## config.mk

```make
export PLATFORM = sky130hd
export DESIGN_NAME = fragment_shader
export DESIGN_NICKNAME = d
export VERILOG_FILES = /design/src/rtl/fragment_shader.sv
export SDC_FILE = /design/constraint.sdc
export NUM_CORES = 2
export LEC_CHECK = 0
export CAP_MARGIN = 0
export CORE_AREA = 2 2 301 422
export CTS_BUF_LIST = sky130_fd_sc_hd__clkbuf_16
export CTS_CLUSTER_DIAMETER = 100
export CTS_CLUSTER_SIZE = 14
export DETAILED_ROUTE_END_ITERATION = 10
export DIE_AREA = 0 0 303 424
export PLACE_DENSITY = 0.79
export SYNTH_ARGS = -nofsm -noshare
export SYNTH_HDL_FRONTEND = slang
export SYNTH_SLANG_ARGS = --single-unit
```

## constraint.sdc

```tcl
create_clock -name clk -period 6.9 [get_ports clk]
set_input_delay 1.38 -clock clk [delete_from_list [all_inputs] [get_ports clk]]
set_output_delay 1.38 -clock clk [all_outputs]
set_load 0.01 [all_outputs]
```

## src/rtl/fragment_shader.sv

```systemverilog
`timescale 1ns/1ps
// ----------------------------------------------------------------------------
// fragment_shader
// Per-pixel colour interpolation stage behind the triangle rasterizer.
// Each visible fragment is shaded as colour = (uw*ca + vw*cb + ww*cc) / aw
// per R,G,B channel using a CW-iteration restoring divider (three channels
// in parallel). One fragment is in flight at a time.
//
// Ports
//   clk, rst            clock, synchronous active-high reset
//   in_valid/in_ready   fragment handshake (ready only in IDLE)
//   in_x, in_y          pixel coordinates
//   uw, vw, ww, aw      barycentric weights and their sum (divisor)
//   visible             fragment inside triangle; invisible ones are dropped
//   ca, cb, cc          vertex colours {R,G,B}, sampled at the handshake
//   out_valid/out_ready shaded pixel handshake to the framebuffer writer
//   out_x, out_y        pixel coordinates of the shaded pixel
//   out_color           shaded colour {R,G,B}
//   busy                high whenever a fragment is being processed
//
// Build option
//   FRAG_SHADER_ROUND_EN  adds aw>>1 to each numerator so the result rounds
//                         to nearest instead of truncating.
// ----------------------------------------------------------------------------
module fragment_shader #(
   parameter int unsigned XW = 10,
   parameter int unsigned WW = 20,
   parameter int unsigned CW = 8
) (
   input  logic            clk,
   input  logic            rst,
   input  logic            in_valid,
   output logic            in_ready,
   input  logic [XW-1:0]   in_x,
   input  logic [XW-1:0]   in_y,
   input  logic [WW-1:0]   uw,
   input  logic [WW-1:0]   vw,
   input  logic [WW-1:0]   ww,
   input  logic [WW-1:0]   aw,
   input  logic            visible,
   input  logic [3*CW-1:0] ca,
   input  logic [3*CW-1:0] cb,
   input  logic [3*CW-1:0] cc,
   output logic            out_valid,
   input  logic            out_ready,
   output logic [XW-1:0]   out_x,
   output logic [XW-1:0]   out_y,
   output logic [3*CW-1:0] out_color,
   output logic            busy
);

`ifdef FRAG_SHADER_ROUND_EN
   localparam int unsigned NW = WW + CW + 3;
`else
   localparam int unsigned NW = WW + CW + 2;
`endif
   localparam int unsigned IW = (CW > 1) ? $clog2(CW) : 1;

   typedef enum logic [1:0] {S_IDLE, S_MAC, S_DIV, S_OUT} state_t;

   state_t          state_q, state_d;
   logic [XW-1:0]   x_q, x_d, y_q, y_d;
   logic [WW-1:0]   uw_q, uw_d, vw_q, vw_d, ww_q, ww_d, aw_q, aw_d;
   logic [3*CW-1:0] ca_q, ca_d, cb_q, cb_d, cc_q, cc_d;
   logic [NW-1:0]   num_q [3];
   logic [NW-1:0]   num_d [3];
   logic [CW-1:0]   quo_q [3];
   logic [CW-1:0]   quo_d [3];
   logic [IW-1:0]   cnt_q, cnt_d;
   logic [NW-1:0]   div_sh;

   always_comb begin
      state_d = state_q;
      x_d     = x_q;
      y_d     = y_q;
      uw_d    = uw_q;
      vw_d    = vw_q;
      ww_d    = ww_q;
      aw_d    = aw_q;
      ca_d    = ca_q;
      cb_d    = cb_q;
      cc_d    = cc_q;
      num_d   = num_q;
      quo_d   = quo_q;
      cnt_d   = cnt_q;
      div_sh  = NW'(aw_q) << cnt_q;

      case (state_q)
         S_IDLE: begin
            // Invisible fragments are consumed (in_ready=1) and simply dropped.
            if (in_valid && visible) begin
               x_d     = in_x;
               y_d     = in_y;
               uw_d    = uw;
               vw_d    = vw;
               ww_d    = ww;
               aw_d    = aw;
               ca_d    = ca;
               cb_d    = cb;
               cc_d    = cc;
               state_d = S_MAC;
            end
         end
         S_MAC: begin
            for (int unsigned c = 0; c < 3; c++) begin
               num_d[c] = NW'(uw_q) * NW'(ca_q[c*CW +: CW])
                        + NW'(vw_q) * NW'(cb_q[c*CW +: CW])
                        + NW'(ww_q) * NW'(cc_q[c*CW +: CW]);
`ifdef FRAG_SHADER_ROUND_EN
               num_d[c] = num_d[c] + NW'(aw_q >> 1);
`endif
               quo_d[c] = '0;
            end
            cnt_d   = IW'(CW - 1);
            state_d = S_DIV;
         end
         S_DIV: begin
            // aw==0 leaves every quotient bit clear. A quotient that would not
            // fit in CW bits keeps passing every compare, so it saturates to
            // all ones without extra logic.
            for (int unsigned c = 0; c < 3; c++) begin
               if ((aw_q != '0) && (num_q[c] >= div_sh)) begin
                  num_d[c]        = num_q[c] - div_sh;
                  quo_d[c][cnt_q] = 1'b1;
               end
            end
            if (cnt_q == '0) state_d = S_OUT;
            else             cnt_d   = cnt_q - 1'b1;
         end
         S_OUT: begin
            if (out_ready) state_d = S_IDLE;
         end
         default: state_d = S_IDLE;
      endcase
   end

   always_ff @(posedge clk) begin
      if (rst) begin
         state_q <= S_IDLE;
         x_q     <= '0;
         y_q     <= '0;
         uw_q    <= '0;
         vw_q    <= '0;
         ww_q    <= '0;
         aw_q    <= '0;
         ca_q    <= '0;
         cb_q    <= '0;
         cc_q    <= '0;
         num_q   <= '{default: '0};
         quo_q   <= '{default: '0};
         cnt_q   <= '0;
      end else begin
         state_q <= state_d;
         x_q     <= x_d;
         y_q     <= y_d;
         uw_q    <= uw_d;
         vw_q    <= vw_d;
         ww_q    <= ww_d;
         aw_q    <= aw_d;
         ca_q    <= ca_d;
         cb_q    <= cb_d;
         cc_q    <= cc_d;
         num_q   <= num_d;
         quo_q   <= quo_d;
         cnt_q   <= cnt_d;
      end
   end

   assign in_ready  = (state_q == S_IDLE);
   assign busy      = (state_q != S_IDLE);
   assign out_valid = (state_q == S_OUT);
   assign out_x     = x_q;
   assign out_y     = y_q;
   assign out_color = {quo_q[2], quo_q[1], quo_q[0]};

endmodule

```

==> results.txt <==
Outcome: finished, violations left
Failing checks: DRC, setup timing
DRT Pass-1 Iters: 11
Row cnt: 154
Commonest non-fill, non-tap cells in the layout: inv_1 (1473), nand2_1 (1261), fa_1 (1204)
Max Slew Vio Count: 0
Min-Delay Path Depth: 2
Fin nets: 9731
Root Driver: clkbuf_16
Routed vias: 54909
Storage cell area: 5960 um2
Synth Register Bits: 291
WS Path Type: flip-flop to flip-flop
Largest area contributor in the netlist: fa_1
Slowest-stage cell, CP: fa_1
Starting DRT DRC Count: 5771
Synthesis-to-finish area growth: 21.5%
CTS tree: done
Die area: 128000 um2
WL per Instance: 23.2 um
Post-Place Setup Slack: -0.605 ns
Fill cells: 9839
Share of cells above drive strength 1: 15.9%
Tmin final: 7.15 ns
Dominant synthesized flop cell: dfxtp_1
Die Y: 424 um
RSZ-0062 raised after global routing: true
Later-pin clock latency in the skew report: 0.65 ns
GRT Resource Usage Total: 33.7%
Clock transition at path regs: 0.07 ns
Most common cell after layout, fill and taps aside: inv_1
CTS Buf Count: 35
Initial Util: 49.5%
WL final: 221000 um
Synth Area per Inst: 8.50 um2
Final count of negative-setup-slack endpoints: 22
Startpoint types: flip-flop
Multi-input gate area: 50400 um2
Worst setup margin: -0.250 ns
Worst R2R Path Depth: 30
Core footprint: 125000 um2
Max-slew headroom: 31.8%
Synthesized cell area: 61900 um2
Vias in the first global route: 58157
Final routed DRC violation total: 28
CTS Hold Bufs: 0
Aggregate global routing overflow: 0
Chip Width: 303 um
Placed instance area: 70700 um2
Crit path capture type: flip-flop
Dpl hpwl: 174000 um
Placer Congestion: 1.04
Worst Hold Class: flip-flop to flip-flop
Final clock skew: 0.0450 ns
Slew @ Worst Pin: 1.02 ns
PwrDens: 198 nW/um2
Share of the synthesized area in the top cell type: 41.3%
H-tree depth: 2
Largest net degree at the start of global routing: 133
Max Fclk: 140 MHz
Syn Nets: 9161
WHS: 0.452 ns
IR drop worst, VDD: 0.451 mV
CP dominant cell by count: fa_1
I/O Pins: 224
Largest cells by area after synthesis: fa_1 (41%), dfxtp_1 (9.4%), inv_1 (9.3%)
Max Cap Viol: 0
Post-route ant nets: 0
Fin Setup TNS: -2.17 ns
Vias per inst: 5.77
CP max stage delay: 0.52 ns
Final Hold Viols: 0
Design area: 75200 um2
WP data required: 7.42 ns
Initial antenna violation count: 1
Sequential area share after synthesis: 9.41%
Synth cell types: 94
CTS Sinks: 291
Leakage dissipation: 0.0371 uW
Post-synth EDFFs: 0
Util after Layout: 60.2%
PortBufs: 223
Mapped Cells: 7286
Period utilization: 104%
CTS max path bufs: 3
Highest net fanout along the worst path: 7
Critical path arrival: 7.67 ns
First-pass GRT wire length: 329000 um
Ys async rst share: 0%
Yosys warnings: 0
cells by family after synthesis:
| logic type | share of synthesized area [%] |
|---|---|
| AO/OA/AOI/OAI | 8.37 |
| multiplexers | 0.968 |
| adder cells (fa/ha/maj) | 49.8 |
| flip-flops | 9.41 |
| AND/OR/NAND/NOR | 17.7 |
| XOR/XNOR | 1.82 |
| buffers and inverters | 11.9 |
flip-flops by register name, summed over array words and instances (netlist names):
register   cells
aw_q          20
ca_q          24
uw_q          20
ww_q          20
cc_q          24
vw_q          20
out_y         10
cnt_q          3
num_q         90
out_x         10
state_q        2
cb_q          24
out_color     24
worst max-delay path: cells and delay by family, from the launching register on:
kind,cells,cell delay [ns]
compound gates,6,1.29
fa+ha+maj,8,3.69
xor+xnor,1,0.15
flops,1,0.34
buf+inv,11,1.26
simple gates,4,0.27
cells in the mapped netlist (7+ instances only):
library cell  instances
mux2i_1              28
nor2_1              217
buf_2                12
o21a_1               31
and2_1              647
dfxtp_1             291
o31ai_1               8
a22oi_1              24
nor3_1               76
ha_1                420
a211oi_1             60
a31oi_1              21
mux4_2               12
inv_1              1535
o21ai_1              12
a311oi_1             14
or3_1                 8
a21oi_1             339
fa_1               1278
xnor2_1              87
and3_1               15
o21bai_1             12
xor2_1               42
nand3_1              29
nand2_1            1285
buf_1                10
nor4_1               10
nand4_1              14
o2111ai_1             7
nor2b_1              25
o21ai_0              90
a21o_1               71
nand2b_1             23
clkbuf_1            375
o211ai_1             29
o31a_1                9
through the flow:
step / power [uW] / instances
after floorplan: 8450 / 7286
after global placement: 11900 / 9336
after detailed placement: 12000 / 9336
after CTS: 14200 / 9436
after global routing: 15700 / 9511
final: 14900 / 9516
metal layers:
| layer | track usage (%) | vias to the layer above | part of all wire, % |
|---|---|---|---|
| met5 | 0 | - | 0.0068 |
| met4 | 22.4 | 2 | 9.3 |
| met3 | 7.28 | 1358 | 11 |
| met2 | 55.3 | 3646 | 46 |
| met1 | 39.7 | 26907 | 33 |
| li1 | - | 22996 | - |
cell type report:
type | count | share of cell area (%)
Antenna cell | 5 | 0.0166
Multi-Input combinational cell | 5050 | 67.0
Tap cell | 1638 | 2.72
Timing Repair Buffer | 942 | 13.2
Sequential cell | 291 | 7.92
Clock inverter | 18 | 0.266
Inverter | 1536 | 7.66
Clock buffer | 36 | 1.20
report_power, final:
part / internal [uW] / switching (uW) / total, uW
Clock: 978 / 989 / 1970
Combinational: 4250 / 6390 / 10600
Sequential: 1980 / 322 / 2300
path summary, 6_finish.rpt:
path | from | endpoint | slack, ns
setup reg to reg | uw_q[9]$_SDFFE_PP0P_ | num_q[22]$_SDFFE_PP0P_ | -0.25
hold / removal | out_y[7]$_SDFFE_PP0P_ | out_y[7]$_SDFFE_PP0P_ | 0.45
hold reg to reg | out_y[7]$_SDFFE_PP0P_ | out_y[7]$_SDFFE_PP0P_ | 0.45
setup / recovery | uw_q[9]$_SDFFE_PP0P_ | num_q[22]$_SDFFE_PP0P_ | -0.25
repair_timing:
item / CTS / global route
hold endpoints to repair: 0 / 0
gates resized for setup: 227 / 407
pin swaps: 132 / 303
gates cloned: 1 / 7
endpoints found under the setup margin: 43 / 44
buffers inserted: 48 / 74
Power figures use the tool's default switching activity.
